[config.mk]
export PLATFORM = sky130hd
export DESIGN_NAME = reaction_ctrl
export DESIGN_NICKNAME = d
export VERILOG_FILES = /design/src/rtl/reaction_pkg.sv /design/src/rtl/reaction_lfsr.sv /design/src/rtl/reaction_ctrl.sv
export SDC_FILE = /design/constraint.sdc
export NUM_CORES = 1
export LEC_CHECK = 0
export ABC_AREA = 1
export CORE_MARGIN = 8
export CORE_UTILIZATION = 50
export DETAILED_ROUTE_END_ITERATION = 6
export PLACE_DENSITY_LB_ADDON = 0.08
export RECOVER_POWER = 100
export SETUP_SLACK_MARGIN = 0.5
export SYNTH_ARGS = -nofsm -noshare
export SYNTH_HDL_FRONTEND = slang
export SYNTH_HIERARCHICAL = 1
export SYNTH_SLANG_ARGS = --single-unit
[constraint.sdc]
create_clock -name clk -period 4.3 [get_ports clk]
set_clock_uncertainty 0.2 [all_clocks]
set_input_delay 0.43 -clock clk [delete_from_list [all_inputs] [get_ports clk]]
set_output_delay 0.43 -clock clk [all_outputs]
set_load 0.02 [all_outputs]
[src/rtl/reaction_pkg.sv]
// Shared types and constants for the reaction-timer round sequencer.
package reaction_pkg;

  localparam int CNT_W  = 13;
  localparam int LFSR_W = 16;

  localparam logic [CNT_W-1:0]  MAXCOUNT_DEF = 13'd8191;
  localparam logic [LFSR_W-1:0] LFSR_SEED    = 16'hACE1;
  // Fibonacci taps 16,14,13,11 -> bit positions 15,13,12,10
  localparam logic [LFSR_W-1:0] LFSR_TAPS    = 16'hB400;

  typedef enum logic [2:0] {
    IDLE,
    ARM,
    RUN,
    DONE,
    FOUL,
    TIMEOUT
  } state_t;

  function automatic logic [LFSR_W-1:0] lfsr_next(input logic [LFSR_W-1:0] v);
    return {v[LFSR_W-2:0], ^(v & LFSR_TAPS)};
  endfunction

  // Random pre-round wait: only the low counter-width bits of the LFSR are used.
  function automatic logic [CNT_W-1:0] arm_delay(input logic [LFSR_W-1:0] v,
                                                 input logic [CNT_W-1:0]  min_delay,
                                                 input logic [CNT_W-1:0]  mask);
    return min_delay + (v[CNT_W-1:0] & mask);
  endfunction

endpackage

[src/rtl/reaction_lfsr.sv]
// Free-running 16-bit Fibonacci LFSR; seeded at reset, never reseeded.
module reaction_lfsr
  import reaction_pkg::*;
(
  input  logic              clk,
  input  logic              resetn,
  output logic [LFSR_W-1:0] q
);

  // Advance one step every clock in every state.
  always_ff @(posedge clk or negedge resetn) begin
    if (!resetn) q <= LFSR_SEED;
    else         q <= lfsr_next(q);
  end

endmodule

[src/rtl/reaction_ctrl.sv]
// Round sequencer for the reaction-timer game: drives the 13-bit saturating
// counter (go/en), inserts a random pre-round wait, captures the reaction count
// and flags fouls/timeouts. Optional best-score tracking: BEST_SCORE_EN.
module reaction_ctrl
  import reaction_pkg::*;
#(
  parameter int               TICK_DIV   = 50000,
  parameter logic [CNT_W-1:0] MIN_DELAY  = 13'd1000,
  parameter logic [CNT_W-1:0] DELAY_MASK = 13'h0FFF,
  parameter logic [CNT_W-1:0] MAXCOUNT   = MAXCOUNT_DEF
) (
  input  logic             clk,
  input  logic             resetn,
  input  logic             start,
  input  logic             press,
  input  logic [CNT_W-1:0] count_in,
  output logic             cnt_go,
  output logic             cnt_en,
  output logic [CNT_W-1:0] result,
  output logic [CNT_W-1:0] best,
  output logic             led_go,
  output logic             foul,
  output logic             timeout,
  output logic             busy
`ifdef BEST_SCORE_EN
 ,output logic             new_best
`endif
);

  localparam int              PW         = (TICK_DIV > 1) ? $clog2(TICK_DIV) : 1;
  localparam logic [PW-1:0]   PRESC_LAST = PW'(TICK_DIV - 1);

  state_t              state, state_nx;
  logic [PW-1:0]       presc;
  logic                tick;
  logic [CNT_W-1:0]    wait_cnt;
  logic [LFSR_W-1:0]   lfsr;
  logic                arm_entry, run_entry;

  reaction_lfsr u_lfsr (
    .clk    (clk),
    .resetn (resetn),
    .q      (lfsr)
  );

  assign tick      = (presc == PRESC_LAST);
  assign arm_entry = (state_nx == ARM) && (state != ARM);
  assign run_entry = (state_nx == RUN) && (state != RUN);

  // State register.
  always_ff @(posedge clk or negedge resetn) begin
    if (!resetn) state <= IDLE;
    else         state <= state_nx;
  end

  // Next-state decode and counter/display outputs.
  always_comb begin
    state_nx = state;
    cnt_go   = 1'b0;
    cnt_en   = 1'b0;
    led_go   = 1'b0;
    busy     = 1'b0;
    case (state)
      IDLE, DONE, FOUL, TIMEOUT: begin
        if (start) state_nx = ARM;
      end
      ARM: begin
        busy = 1'b1;
        if (press) begin
          state_nx = FOUL;
        end else if (tick && wait_cnt == '0) begin
          state_nx = RUN;
          cnt_go   = 1'b1;
        end
      end
      RUN: begin
        busy   = 1'b1;
        led_go = 1'b1;
        cnt_en = tick;
        if (press)                      state_nx = DONE;
        else if (count_in == MAXCOUNT)  state_nx = TIMEOUT;
      end
      default: state_nx = IDLE;
    endcase
  end

  // Tick prescaler; restarting it on round entry keeps cnt_go and cnt_en apart.
  always_ff @(posedge clk or negedge resetn) begin
    if (!resetn)                      presc <= '0;
    else if (arm_entry || run_entry)  presc <= '0;
    else if (tick)                    presc <= '0;
    else                              presc <= presc + 1'b1;
  end

  // Wait counter, captured result and end-of-round flags.
  always_ff @(posedge clk or negedge resetn) begin
    if (!resetn) begin
      wait_cnt <= '0;
      result   <= '0;
      foul     <= 1'b0;
      timeout  <= 1'b0;
    end else begin
      if (arm_entry) begin
        wait_cnt <= arm_delay(lfsr, MIN_DELAY, DELAY_MASK);
        foul     <= 1'b0;
        timeout  <= 1'b0;
      end else if (state == ARM && tick && wait_cnt != '0) begin
        wait_cnt <= wait_cnt - 1'b1;
      end
      if (state == ARM && state_nx == FOUL)    foul    <= 1'b1;
      if (state == RUN && state_nx == DONE)    result  <= count_in;
      if (state == RUN && state_nx == TIMEOUT) timeout <= 1'b1;
    end
  end

`ifdef BEST_SCORE_EN
  // Best (lowest) valid score; ties keep the earlier best.
  always_ff @(posedge clk or negedge resetn) begin
    if (!resetn) begin
      best     <= MAXCOUNT;
      new_best <= 1'b0;
    end else begin
      new_best <= 1'b0;
      if (state == RUN && state_nx == DONE && count_in < best) begin
        best     <= count_in;
        new_best <= 1'b1;
      end
    end
  end
`else
  assign best = '0;
`endif

endmodule

* Word-level counts from Yosys, hierarchy flattened
Cells that the tools add are included.
** Operators by class
- Muxes and demuxes :: 19
- Add/subtract/negate cells :: 3
- Reductions and logical operators :: 18
- Equal/unequal tests :: 14
** Operator list (count)
- two-way mux 16 bit :: 2
- two-way mux 13 bit :: 2
- adder 16 x 1 -> 16 bit (second input constant) :: 1
- == test 16 bit (second input constant) :: 1
- XOR reduction 16 bit :: 1
- two-way mux 3 bit :: 5
- adder 10 x 12 -> 13 bit (first input constant) :: 1
- == test 13 bit (second input constant) :: 1
- zero test 13 bit :: 1
- nonzero test 13 bit :: 1
- subtractor 13 x 1 -> 13 bit (second input constant) :: 1
- == test 3 x 2 -> 1 bit (second input constant) :: 4
- == test 3 bit (second input constant) :: 4
- two-way mux 1 bit :: 9
- case mux 3 bit (3 select lines) :: 1
- logical AND 1 bit :: 8
- == test 3 x 1 -> 1 bit (second input constant) :: 2
- nonzero test 2 bit :: 3
- OR reduction 4 bit :: 1
- zero test 3 bit :: 1
- != test 3 x 1 -> 1 bit (second input constant) :: 1
- != test 3 x 2 -> 1 bit (second input constant) :: 1
- OR reduction 2 bit :: 1
- logical OR 1 bit :: 1
** Storage, ports and cells
- Logic and storage cells :: 61
- Output and inout bits :: 32
- Flip-flop bits (word level) :: 63
- Input port bits :: 17

* Depth between registers and ports, before layout
- Word-level depth :: 9
- Gate-level depth with buffers :: 15

* By module
Netlist, hierarchy kept.
** Modules (own cells, without submodules)
- reaction_ctrl :: times used 1, cells an instance 425, area an instance 3000.4 µm²
- reaction_lfsr :: times used 1, cells an instance 33, area an instance 481.7 µm²

* Worst setup path before layout
No wires, ideal clock.
- Kind :: register to output
- From :: register presc[0]
- To :: output cnt_go
- Path buffers :: 0
- Path slack :: 2.237 ns
- Data arrival time :: 1.433 ns
- Cell stages (with the launch flop) :: 8
- Cell sequence :: dfrtp_1 -> ha_1 -> nand2_1 -> inv_1 -> nand2_1 -> nor2_1 -> nand2_1 -> nor3_1
** Between the ends
- Longest elaborated chain between the ends :: 5
** Ends and longest elaborated chain
- from (decl) :: RTL line reaction_ctrl.sv:34 : logic [PW-1:0] presc;
- from (signal assigned) :: RTL line reaction_ctrl.sv:92 : else presc <= presc + 1'b1;
- == test 16 bit :: RTL line reaction_ctrl.sv:46 : assign tick = (presc == PRESC_LAST);
- logical AND 1 bit :: RTL line reaction_ctrl.sv:71 : end else if (tick && wait_cnt == '0) begin
- two-way mux 1 bit :: RTL line reaction_ctrl.sv:71
- two-way mux 1 bit :: RTL line reaction_ctrl.sv:69 : if (press) begin
- two-way mux 1 bit :: RTL line reaction_ctrl.sv:63 : case (state)
- to (decl) :: RTL line reaction_ctrl.sv:17 : output logic cnt_go,
No other way between the ends.

* Worst setup path in the final report
- From :: input press
- To :: register wait_cnt[6]
** Between the ends
- Longest elaborated chain between the ends :: 5
- Elaborated cells between the ends (all ways) :: 7
- Those cells by class :: eq/ne (1); mux (4); reduce/logical (2)
** Ends and longest elaborated chain
- from (decl) :: RTL line reaction_ctrl.sv:15 : input logic press,
- two-way mux 3 bit, on equally long branches :: RTL line reaction_ctrl.sv:80, reaction_ctrl.sv:69
- case mux 3 bit (3 select lines) * :: RTL line reaction_ctrl.sv:63
- via state_nx[0] :: RTL line reaction_ctrl.sv:33 : state_t state, state_nx;
- == test 3 x 1 -> 1 bit * :: RTL line reaction_ctrl.sv:47 : assign arm_entry = (state_nx == ARM) && (state != ARM);
- logical AND 1 bit * :: RTL line reaction_ctrl.sv:47
- two-way mux 13 bit / nonzero test 2 bit (equally long branches)
- to (signal assigned) :: RTL line reaction_ctrl.sv:104 : wait_cnt <= arm_delay(lfsr, MIN_DELAY, DELAY_MASK);
- to (signal assigned) :: RTL line reaction_ctrl.sv:108 : wait_cnt <= wait_cnt - 1'b1;
- to (decl) :: RTL line reaction_ctrl.sv:36 : logic [CNT_W-1:0] wait_cnt;
The timed path passes the listed nets; every way through them passes the cells marked *.
A chain may end at the register's enable or synchronous reset.

==> results.cfg <==
[grt]
via_count_of_the_first_global_routing_pass = 2732
groute.usage.overall = 0.159
grt_first_pass_wirelength_um = 12600
grt_start_max_net_pins = 35
grt.overflow.total = 0
grt_antenna_before_repair = 0

[die]
boundaryPins = 49
total_number_of_placement_rows = 30
fp.dieW_um = 99.5
die_y_um = 99.5
initial_utilization = 0.515
fp.dieArea_sq_um = 9890
core_area_sq_um = 6760

[route]
routedWlPerCell_um = 12.5
detail_route.iter0.violations = 108
drt_pre_antenna_iters = 4
antenna_left = 0
viasPerCell = 4.80
drc = 0
vias = 2807
wl_final_um = 7340

[hold_path]
min_path_cells = 0
hold_class = flip-flop to flip-flop
hold_path_startpoint = u_lfsr/q[14]

[yosys]
seq_area_frac_synth = 0.456
synthCells = 458
asyncSetResetFlopFracSynth = 1.00
synth_area_leaders = sky130_fd_sc_hd__dfrtp_1 40%, sky130_fd_sc_hd__nand2_1 15%, sky130_fd_sc_hd__nor2_1 7.1%
synth_edf_count = 0
postSynthRegisterBits = 63
synth_top_area_frac = 0.395
synth_top_area_cell = sky130_fd_sc_hd__dfrtp_1
unique_masters_post_synth = 34
synth_ff_type = sky130_fd_sc_hd__dfrtp_1
synth.yosys.warnings = 6
post_synth_instance_area_sq_um = 3480
synthesis.area_per_instance_sq_um = 7.60

[cells_and_area]
layout_cell_share_with_drive_strength_beyond_1 = 0.0752
fin_nets = 521
flow.area_growth_from_synthesis_pct = 16.0
n_antenna_cell = 0

[critical_path]
ff2ff_path_depth = 11
crit_arrival_ns = 3.30
timing.critical_path.to = wait_cnt[6]
timing.critical_path.required_ns = 4.33
cp_max_fo = 21
cp-end-kind = flip-flop
timing.critical_path.from = press
worst-r2r-setup-slack_ns = 1.22
timing.critical_path.from_type = input port
worst_r2r_startpoint = state[0]
path_class = input port to flip-flop
crit-reg2reg-capture = wait_cnt[6]

[place]
detailed_place_hpwl_um = 5390
place.gp.congestion = 0.847
io_buffer_count = 35

[status]
run_status = complete, but fails checks
failed_checks = max-capacitance violations, max-slew violations

[sta]
post-route-period-util = 0.761
rsz0062_at_grt = false
fin_hold_ws_ns = 0.164
hold_viol = 0
timing.fmax_mhz = 306
totalNegativeSetupSlack_ns = 0
setup_viol = 0
min_period_ns = 3.27
worstMarginPinSlew_ns = 1.67
max-slew-margin-rel = -0.111
maxSlewViolCount = 31

[cts]
clkTransAtPathRegs_ns = 0.07
cts_buffer_depth = 2
clock-root-buffer = sky130_fd_sc_hd__clkbuf_8
clock_tree_from_tritoncts = yes
insertion_delay_to_the_later_sink_of_the_worst_skew_pair_ns = 0.34
cts-htree-levels = 3
clock_sink_count = 63
cts-buffers-inserted = 9

[power_and_ir_drop]
total_leakage_power_uw = 0.00208
vdd_drop_max_uv = 229
power_density_nw_per_um2 = 462

[flow_run]
drv_cap = 1
-- logic make-up after synthesis --
| group | count (synthesis) | share of synthesized area |
|---|---|---|
| AO/OA/AOI/OAI | 18 | 0.0334 |
| XOR/XNOR | 27 | 0.0679 |
| adder cells (fa/ha/maj) | 4 | 0.0144 |
| buffers and inverters | 80 | 0.107 |
| flip-flops | 63 | 0.456 |
| other | 1 | 0.00108 |
| AND/OR/NAND/NOR | 265 | 0.321 |
-- worst min path at each step --
| stage | end | slack [ns] |
|---|---|---|
| floorplan | foul | -0.07 |
| global placement | u_lfsr/q[15] | 0.14 |
| detailed placement | u_lfsr/q[15] | 0.14 |
| CTS | u_lfsr/q[15] | 0.17 |
| global route | u_lfsr/q[15] | 0.18 |
| finish | u_lfsr/q[15] | 0.16 |
-- flip-flops by register name, indices dropped and copies added (netlist names) --
| name | cells |
|---|---|
| presc | 16 |
| foul | 1 |
| state | 3 |
| timeout | 1 |
| wait_cnt | 13 |
| result | 13 |
| u_lfsr/q | 16 |
-- Yosys cell counts (2+ instances only) --
library cell,n
sky130_fd_sc_hd__buf_6,2
sky130_fd_sc_hd__nor2_2,4
sky130_fd_sc_hd__nor2_1,66
sky130_fd_sc_hd__nand4_1,4
sky130_fd_sc_hd__clkbuf_1,2
sky130_fd_sc_hd__nand3b_1,2
sky130_fd_sc_hd__inv_1,54
sky130_fd_sc_hd__dfstp_2,8
sky130_fd_sc_hd__xor2_1,20
sky130_fd_sc_hd__ha_1,4
sky130_fd_sc_hd__nor3_1,11
sky130_fd_sc_hd__dfrtp_1,55
sky130_fd_sc_hd__o21ai_0,11
sky130_fd_sc_hd__a21oi_4,2
sky130_fd_sc_hd__inv_2,6
sky130_fd_sc_hd__nand3_1,23
sky130_fd_sc_hd__buf_4,15
sky130_fd_sc_hd__nand2_2,2
sky130_fd_sc_hd__xnor2_1,7
sky130_fd_sc_hd__nand3_2,3
sky130_fd_sc_hd__nand2_1,143
sky130_fd_sc_hd__o21ai_1,2
-- layer usage --
layer / global-route usage / wire, um / up-vias
met3: 0.0356 / 291 / 12
met4: 0.0768 / 128 / 0
met1: 0.208 / 3710 / 1289
li1: - / - / 1452
met5: 0 / 0 / -
met2: 0.242 / 3210 / 54
-- through the flow --
stage	cell area, sq um	total power, uW	worst slack [ns]	std cells	utilization
6_report	4040	1870	1.03	585	0.598
3_3_place_gp	3840	1360	1.44	568	0.569
2_1_floorplan	3530	1240	2.24	470	-
3_5_place_dp	3840	1370	1.38	568	0.569
4_1_cts	4050	1900	1.33	585	0.600
5_1_grt	4040	2000	0.713	585	0.598
-- layout make-up --
| class | instances | area, sq um |
|---|---|---|
| inverters | 61 | 230 |
| multi-input cells | 327 | 1560 |
| clock inverters | 6 | 60.1 |
| clock buffers | 10 | 138 |
| flip-flops and latches | 63 | 1590 |
| repair buffers | 38 | 363 |
| fillers | 644 | 2720 |
| well taps | 80 | 100 |
-- critical path: stages --
cell and delay, ns:
sky130_fd_sc_hd__dlygate4sd3_1 0.66, sky130_fd_sc_hd__inv_1 0.08, sky130_fd_sc_hd__nor2_1 0.11, sky130_fd_sc_hd__clkbuf_1 0.45
sky130_fd_sc_hd__nor2_1 0.14, sky130_fd_sc_hd__nand3_1 0.14, sky130_fd_sc_hd__nand3_1 0.60, sky130_fd_sc_hd__inv_1 0.41
sky130_fd_sc_hd__nand2_1 0.13, sky130_fd_sc_hd__nand2_1 0.09, sky130_fd_sc_hd__nand2_1 0.05
-- cells in the final DEF (no fill, tap or decap), types with 3 or more instances in the layout --
cell	instances
sky130_fd_sc_hd__inv_2	5
sky130_fd_sc_hd__clkbuf_8	10
sky130_fd_sc_hd__dfrtp_1	55
sky130_fd_sc_hd__nand4_1	4
sky130_fd_sc_hd__dfstp_1	6
sky130_fd_sc_hd__inv_1	55
sky130_fd_sc_hd__nand2_1	143
sky130_fd_sc_hd__conb_1	13
sky130_fd_sc_hd__nor2_2	4
sky130_fd_sc_hd__ha_1	4
sky130_fd_sc_hd__nand3_1	24
sky130_fd_sc_hd__o21ai_0	13
sky130_fd_sc_hd__dlygate4sd3_1	22
sky130_fd_sc_hd__xor2_1	20
sky130_fd_sc_hd__nor2_1	66
sky130_fd_sc_hd__nor3_1	11
sky130_fd_sc_hd__clkinv_2	3
sky130_fd_sc_hd__xnor2_1	7
sky130_fd_sc_hd__clkdlybuf4s50_1	13
-- what timing repair did --
| action | CTS | global route |
|---|---|---|
| hold buffers | 1 | 0 |
| hold endpoints to repair | 27 | 0 |
| resized for setup | 0 | 0 |
| buffers inserted | 0 | 0 |
-- power by group --
group	internal (uW)	leakage, uW	switching, uW
clock	280	0.0000981	237
sequential	676	0.000809	70.4
combinational	208	0.00117	395
Note: power is estimated with default switching activity, not from simulation.
